===== src/rtl/ahb_prot_pkg.sv =====
// ahb_prot_pkg
//   Shared definitions for the AHB-Lite protection checker:
//   - HTRANS encodings
//   - HPROT bit positions
//   - region_attr bit positions
//   - error-response FSM state encoding
//   - a helper that evaluates the per-attribute access checks
package ahb_prot_pkg;

  localparam logic [1:0] HTRANS_IDLE   = 2'b00;
  localparam logic [1:0] HTRANS_BUSY   = 2'b01;
  localparam logic [1:0] HTRANS_NONSEQ = 2'b10;
  localparam logic [1:0] HTRANS_SEQ    = 2'b11;

  localparam int HPROT_DATA  = 0;
  localparam int HPROT_PRIV  = 1;
  localparam int HPROT_BUF   = 2;
  localparam int HPROT_CACHE = 3;

  // region_attr slice layout is {ro, xn, priv_only}
  localparam int ATTR_PRIV_ONLY = 0;
  localparam int ATTR_XN        = 1;
  localparam int ATTR_RO        = 2;
  localparam int ATTR_W         = 3;

  typedef enum logic [1:0] {
    ST_IDLE = 2'b00,
    ST_ERR1 = 2'b01,
    ST_ERR2 = 2'b10
  } err_state_e;

  // Returns one failure flag per attribute, laid out like region_attr.
  function automatic logic [ATTR_W-1:0] attr_fail(
    input logic [ATTR_W-1:0] attr,
    input logic              write,
    input logic [1:0]        hprot_lo
  );
    logic [ATTR_W-1:0] f;
    f[ATTR_PRIV_ONLY] = attr[ATTR_PRIV_ONLY] & ~hprot_lo[HPROT_PRIV];
    f[ATTR_XN]        = attr[ATTR_XN]        & ~hprot_lo[HPROT_DATA];
    f[ATTR_RO]        = attr[ATTR_RO]        & write;
    return f;
  endfunction

endpackage


===== src/rtl/ahb_prot_region_match.sv =====
// ahb_prot_region_match
//   Combinational compare of one address against NUM_REGIONS masked regions.
//   The lowest-numbered enabled region that matches wins.
// Ports:
//   i_addr       address under test
//   i_region_en  per-region enable
//   i_base       packed region base addresses
//   i_mask       packed region masks (1 = bit participates in compare)
//   i_attr       packed region attributes {ro, xn, priv_only}
//   o_hit        some enabled region matched
//   o_idx        index of the winning region
//   o_attr       attributes of the winning region (zero when no hit)
module ahb_prot_region_match
  import ahb_prot_pkg::*;
#(
  parameter int ADDR_W      = 32,
  parameter int NUM_REGIONS = 4,
  parameter int IDX_W       = 2
) (
  input  logic [ADDR_W-1:0]             i_addr,
  input  logic [NUM_REGIONS-1:0]        i_region_en,
  input  logic [NUM_REGIONS*ADDR_W-1:0] i_base,
  input  logic [NUM_REGIONS*ADDR_W-1:0] i_mask,
  input  logic [NUM_REGIONS*ATTR_W-1:0] i_attr,
  output logic                          o_hit,
  output logic [IDX_W-1:0]              o_idx,
  output logic [ATTR_W-1:0]             o_attr
);

  // Priority select: scanning from the top index down lets lower indices overwrite.
  always_comb begin
    o_hit  = 1'b0;
    o_idx  = {IDX_W{1'b0}};
    o_attr = {ATTR_W{1'b0}};
    for (int i = NUM_REGIONS - 1; i >= 0; i--) begin
      if (i_region_en[i] &&
          (((i_addr ^ i_base[i*ADDR_W +: ADDR_W]) & i_mask[i*ADDR_W +: ADDR_W]) == {ADDR_W{1'b0}})) begin
        o_hit  = 1'b1;
        o_idx  = IDX_W'(i);
        o_attr = i_attr[i*ATTR_W +: ATTR_W];
      end else begin
        o_hit  = o_hit;
        o_idx  = o_idx;
        o_attr = o_attr;
      end
    end
  end

endmodule


===== config.mk =====
export PLATFORM = sky130hd
export DESIGN_NAME = ahb_prot_region_match
export DESIGN_NICKNAME = d
export VERILOG_FILES = /design/src/rtl/ahb_prot_pkg.sv /design/src/rtl/ahb_prot_region_match.sv
export SDC_FILE = /design/constraint.sdc
export NUM_CORES = 1
export LEC_CHECK = 0
export BUFFER_PORTS_ARGS = -buffer_cell sky130_fd_sc_hd__buf_2
export CORE_AREA = 3 3 118 120
export DETAILED_ROUTE_END_ITERATION = 8
export DIE_AREA = 0 0 121 123
export PLACE_DENSITY_LB_ADDON = 0.3
export SYNTH_ARGS = -nofsm -noshare
export SYNTH_HDL_FRONTEND = slang
export SYNTH_SLANG_ARGS = --single-unit

===== constraint.sdc =====
create_clock -name vclk -period 2.88
set_clock_uncertainty 0.05 [all_clocks]
set_input_delay 0.576 -clock vclk [all_inputs]
set_output_delay 0.576 -clock vclk [all_outputs]
set_load 0.05 [all_outputs]

# ---- Yosys cells after proc, flatten, opt, wreduce, memory -nomap -nowiden
# Index checks and enable logic that the tools add are counted.
dict set report totals {
  regBits 0
  out_inout_bits 6
  inputBits 304
  elab_cells 28
}
dict set report op_classes {
  bitwise_logic 8
  n_reduce_logical 8
  n_mux 12
}
# operator n
set op_table {}
lappend op_table {{32-bit AND} 4}
lappend op_table {{32-bit logical NOT} 4}
lappend op_table {{32-bit XOR} 4}
lappend op_table {{3-bit two-way mux} 4}
lappend op_table {{2-bit two-way mux} 4}
lappend op_table {{1-bit logical AND} 4}
lappend op_table {{1-bit two-way mux} 4}

# ---- Depth between registers and ports, before layout
dict set report logic_depth {
  depth_word 8
  ltp_mapped 8
  ltp_nobuf 7
}

# ---- Least setup slack after synthesis
# Ideal clock, no wire load.
dict set report synth_path {
  path_type {input port to output port}
  start {input port i_base[49]}
  end {output port o_attr[1]}
  n_path_buf 0
  arrival_time_ns 2.899
  t_required_ns 2.254
  cell_stages 7
  slack_ns -0.645
  path_cell_list {xor2_1 > a22o_1 > a221oi_1 > nand3_1 > or4_1 > and2_1 > a32oi_1}
}
dict set report synth_via {
  elab_chain_cells 6
}
# item line_no
set synth_lines {}
lappend synth_lines {{start, declared} ahb_prot_region_match.sv:22} ;# input logic [NUM_REGIONS*ADDR_W-1:0] i_base,
lappend synth_lines {{32-bit XOR} ahb_prot_region_match.sv:37} ;# (((i_addr ^ i_base[i*ADDR_W +: ADDR_W]) & i_mask[i*ADDR_W +: ADDR_W]) == {ADDR_W{1'b0}})) begin
lappend synth_lines {{32-bit AND} ahb_prot_region_match.sv:37}
lappend synth_lines {{32-bit logical NOT} ahb_prot_region_match.sv:37}
lappend synth_lines {{1-bit logical AND} ahb_prot_region_match.sv:36} ;# if (i_region_en[i] &&
lappend synth_lines {{3-bit two-way mux (2 in series)} ahb_prot_region_match.sv:36}
lappend synth_lines {{end, declared} ahb_prot_region_match.sv:27} ;# output logic [ATTR_W-1:0] o_attr
# No other way between the ends.

# ---- Worst setup path after layout
dict set report layout_path {
  start {input port i_addr[10]}
  end {output port o_attr[1]}
}
dict set report layout_via {
  elab_chain_cells 8
  word_cells_on_any_way 20
  cone_classes {mux (4); bitwise (8); reduce/logical (8)}
}
# item line_no
set layout_lines {}
lappend layout_lines {{start, declared} ahb_prot_region_match.sv:20} ;# input logic [ADDR_W-1:0] i_addr,
lappend layout_lines {{32-bit XOR} ahb_prot_region_match.sv:37}
lappend layout_lines {{32-bit AND} ahb_prot_region_match.sv:37}
lappend layout_lines {{32-bit logical NOT} ahb_prot_region_match.sv:37}
lappend layout_lines {{1-bit logical AND} ahb_prot_region_match.sv:36}
lappend layout_lines {{3-bit two-way mux (3 in series)} ahb_prot_region_match.sv:36}
lappend layout_lines {{3-bit two-way mux *} ahb_prot_region_match.sv:36}
# Mark *: on every way between the ends. The rest lies on a longest branch, timed or not.

==> impl_metrics.tcl <==
set metrics [dict create \
    rsz0062_at_grt "true" \
    synth_fa_ha_area_share_pct 0 \
    diodes 0 \
    core_area_sq_um 13090 \
    place_hpwl_um 13910 \
    grt_pass1_vias 3474 \
    rows 42 \
    cpPeakStageDelay_ps 490 \
    grt_pass1_wl_um 19850 \
    ys_warn_count 0 \
    status "finished, violations left" \
    fin_ws_ps -558.4 \
    synth-simple-area-share_pct 11.05 \
    nFillCells 1412 \
    ys_seq_area_share_pct 0 \
    n_clock_buffer 0 \
    cap_violations 0 \
    critPathKind "in2out" \
    die_w_um 121 \
    synth_top_family_by_area "XOR/XNOR gates" \
    timing.hold.ws_ps 1497 \
    final_cell_mix "buf_2 (300), xor2_1 (126), buf_4 (49)" \
    overflow 0 \
    fmax_mhz 290.8 \
    gp_congestion 0.9016 \
    end_kind "primary output" \
    synth-xor-area-share_pct 58.60 \
    antenna_left 0 \
    antenna_found_initial 0 \
    syn_inst 240 \
    slowest_stage "or4_4" \
    place_ws_ps -706.6 \
    final_common_cell "buf_2" \
    synth_compound_area_share_pct 29.10 \
    die_h_um 123 \
    ir_drop_mv 0.05678 \
    crit_fanout 4 \
    wire_per_inst_um 18.97 \
    fin_util_pct 33.09 \
    synth_cell_types 23 \
    drv_slew 0 \
    cp.required_ps 2250 \
    multi_input_area_sq_um 2042 \
    drc_errors 0 \
    io_pins 310 \
    hold_violations 0 \
    initial_utilization_pct 14.62 \
    startpoint_type "input pin" \
    synth_nets 544 \
    regArea_sq_um 0 \
    min_path_type "in2out" \
    grt_max_degree 6 \
    post-route-period-util_pct 119.4 \
    tightestPinTransition_ps 582.9 \
    synthMuxAreaShare_pct 0 \
    max-slew-margin-rel_pct 61.14 \
    syn-mean-instance-area_sq_um 7.971 \
    dieArea_sq_um 14880 \
    fin_crit_ps 3438 \
    vias 3263 \
    nFlopsAndLatches 0 \
    power_density_nw_per_um2 142.5 \
    leakagePower_uw 0.002337 \
    synthesis.area_sq_um 1913 \
    crit_chain "buf_8, xor2_2, a222oi_1, buf_4, nand4_1, or4_4, or2_1, a32oi_4, buf_12" \
    dr.pass1.iters 4 \
    port_buffers 310 \
    fin_nets 906 \
    setup_viol 6 \
    grt.total_usage_pct 17.98 \
    failed_checks "negative setup slack" \
    drt-initial-drc-count 61 \
    area_growth_pct 126.4 \
    postRouteWirelength_um 14720 \
    finalSetupTns_ps -2733 \
    drive_gt1_share_pct 65.00 \
    worstPathArrival_ps 2810 \
    via_per_inst 4.205 \
]
## logic make-up (layout without fill, tap and decap cells)
family / Yosys count / count (layout)
and+or+nand+nor: 38 / 38
xor gates and xnor gates: 128 / 128
AOI/OAI and AO/OA: 68 / 68
buffers and inverters: 6 / 366
## cell usage after synthesis
master      n  share of area, %
a21oi_1     1              0.26
and2_1      1              0.33
a22oi_1    32                13
a221oi_1   10               4.6
o21a_1      1              0.39
xor2_1    128                59
buf_2       1              0.26
nand2_1    10               2.0
nor4_1      1              0.33
clkbuf_1    1              0.20
a222oi_1    4               2.1
nor3_1      1              0.26
and4_1      2              0.92
inv_1       4              0.78
a22o_1     12               5.5
or3b_1      1              0.46
a221oi_2    2               1.6
or2_0       3              0.98
o21ai_0     3              0.78
nand3_1     9               2.4
or4_1       3               1.2
a32oi_1     3               1.4
nand4_1     7               2.3
## repair_timing
| item | in CTS | in global routing |
|---|---|---|
| pin swaps | 9 | 7 |
| hold buffers | 0 | 0 |
| gates cloned | 0 | 0 |
| setup endpoints to repair | 6 | 6 |
| setup buffers | 1 | 0 |
| gates resized for setup | 23 | 12 |
## power by group
| group | switching (uW) | internal, uW | leakage (uW) |
|---|---|---|---|
| registers | 0 | 0 | 0 |
| logic | 280 | 337 | 0.00234 |
| clock network | 0 | 0 | 0 |
## cell type report
cell class                      instances  share of cell area [%]
Inverter                                4                  0.3467
Multi-Input combinational cell        234                   47.15
Tap cell                              176                   5.085
Timing Repair Buffer                  362                   47.41
## final timing paths
path                   start   endpoint  cells after the start
setup / recovery  i_addr[10]  o_attr[1]                      9
hold / removal     i_attr[2]  o_attr[2]                      4
## through the flow
stage	power, uW	instances	instance area, sq um
after global placement	604.4	775	4198
final	617.1	776	4330
after detailed placement	610.7	775	4198
after floorplan	204.7	240	2018
after global routing	675.5	776	4330
after CTS	622.0	776	4283
## metal layers
| layer | global-route usage, % | vias up | routed length, um |
|---|---|---|---|
| met3 | 2.379 | 4 | 975 |
| met5 | 0 | - | 0 |
| li1 | - | 1626 | - |
| met1 | 22.16 | 1468 | 5808 |
| met4 | 1.416 | 0 | 113 |
| met2 | 34.49 | 165 | 7825 |
## worst max-delay path, delay by kind of cell
family / cells / cell delay, ps
AOI/OAI and AO/OA: 2 / 700
xor gates and xnor gates: 1 / 170
buffers and inverters: 3 / 460
and+or+nand+nor: 3 / 900
Power figures use the tool's default switching activity.
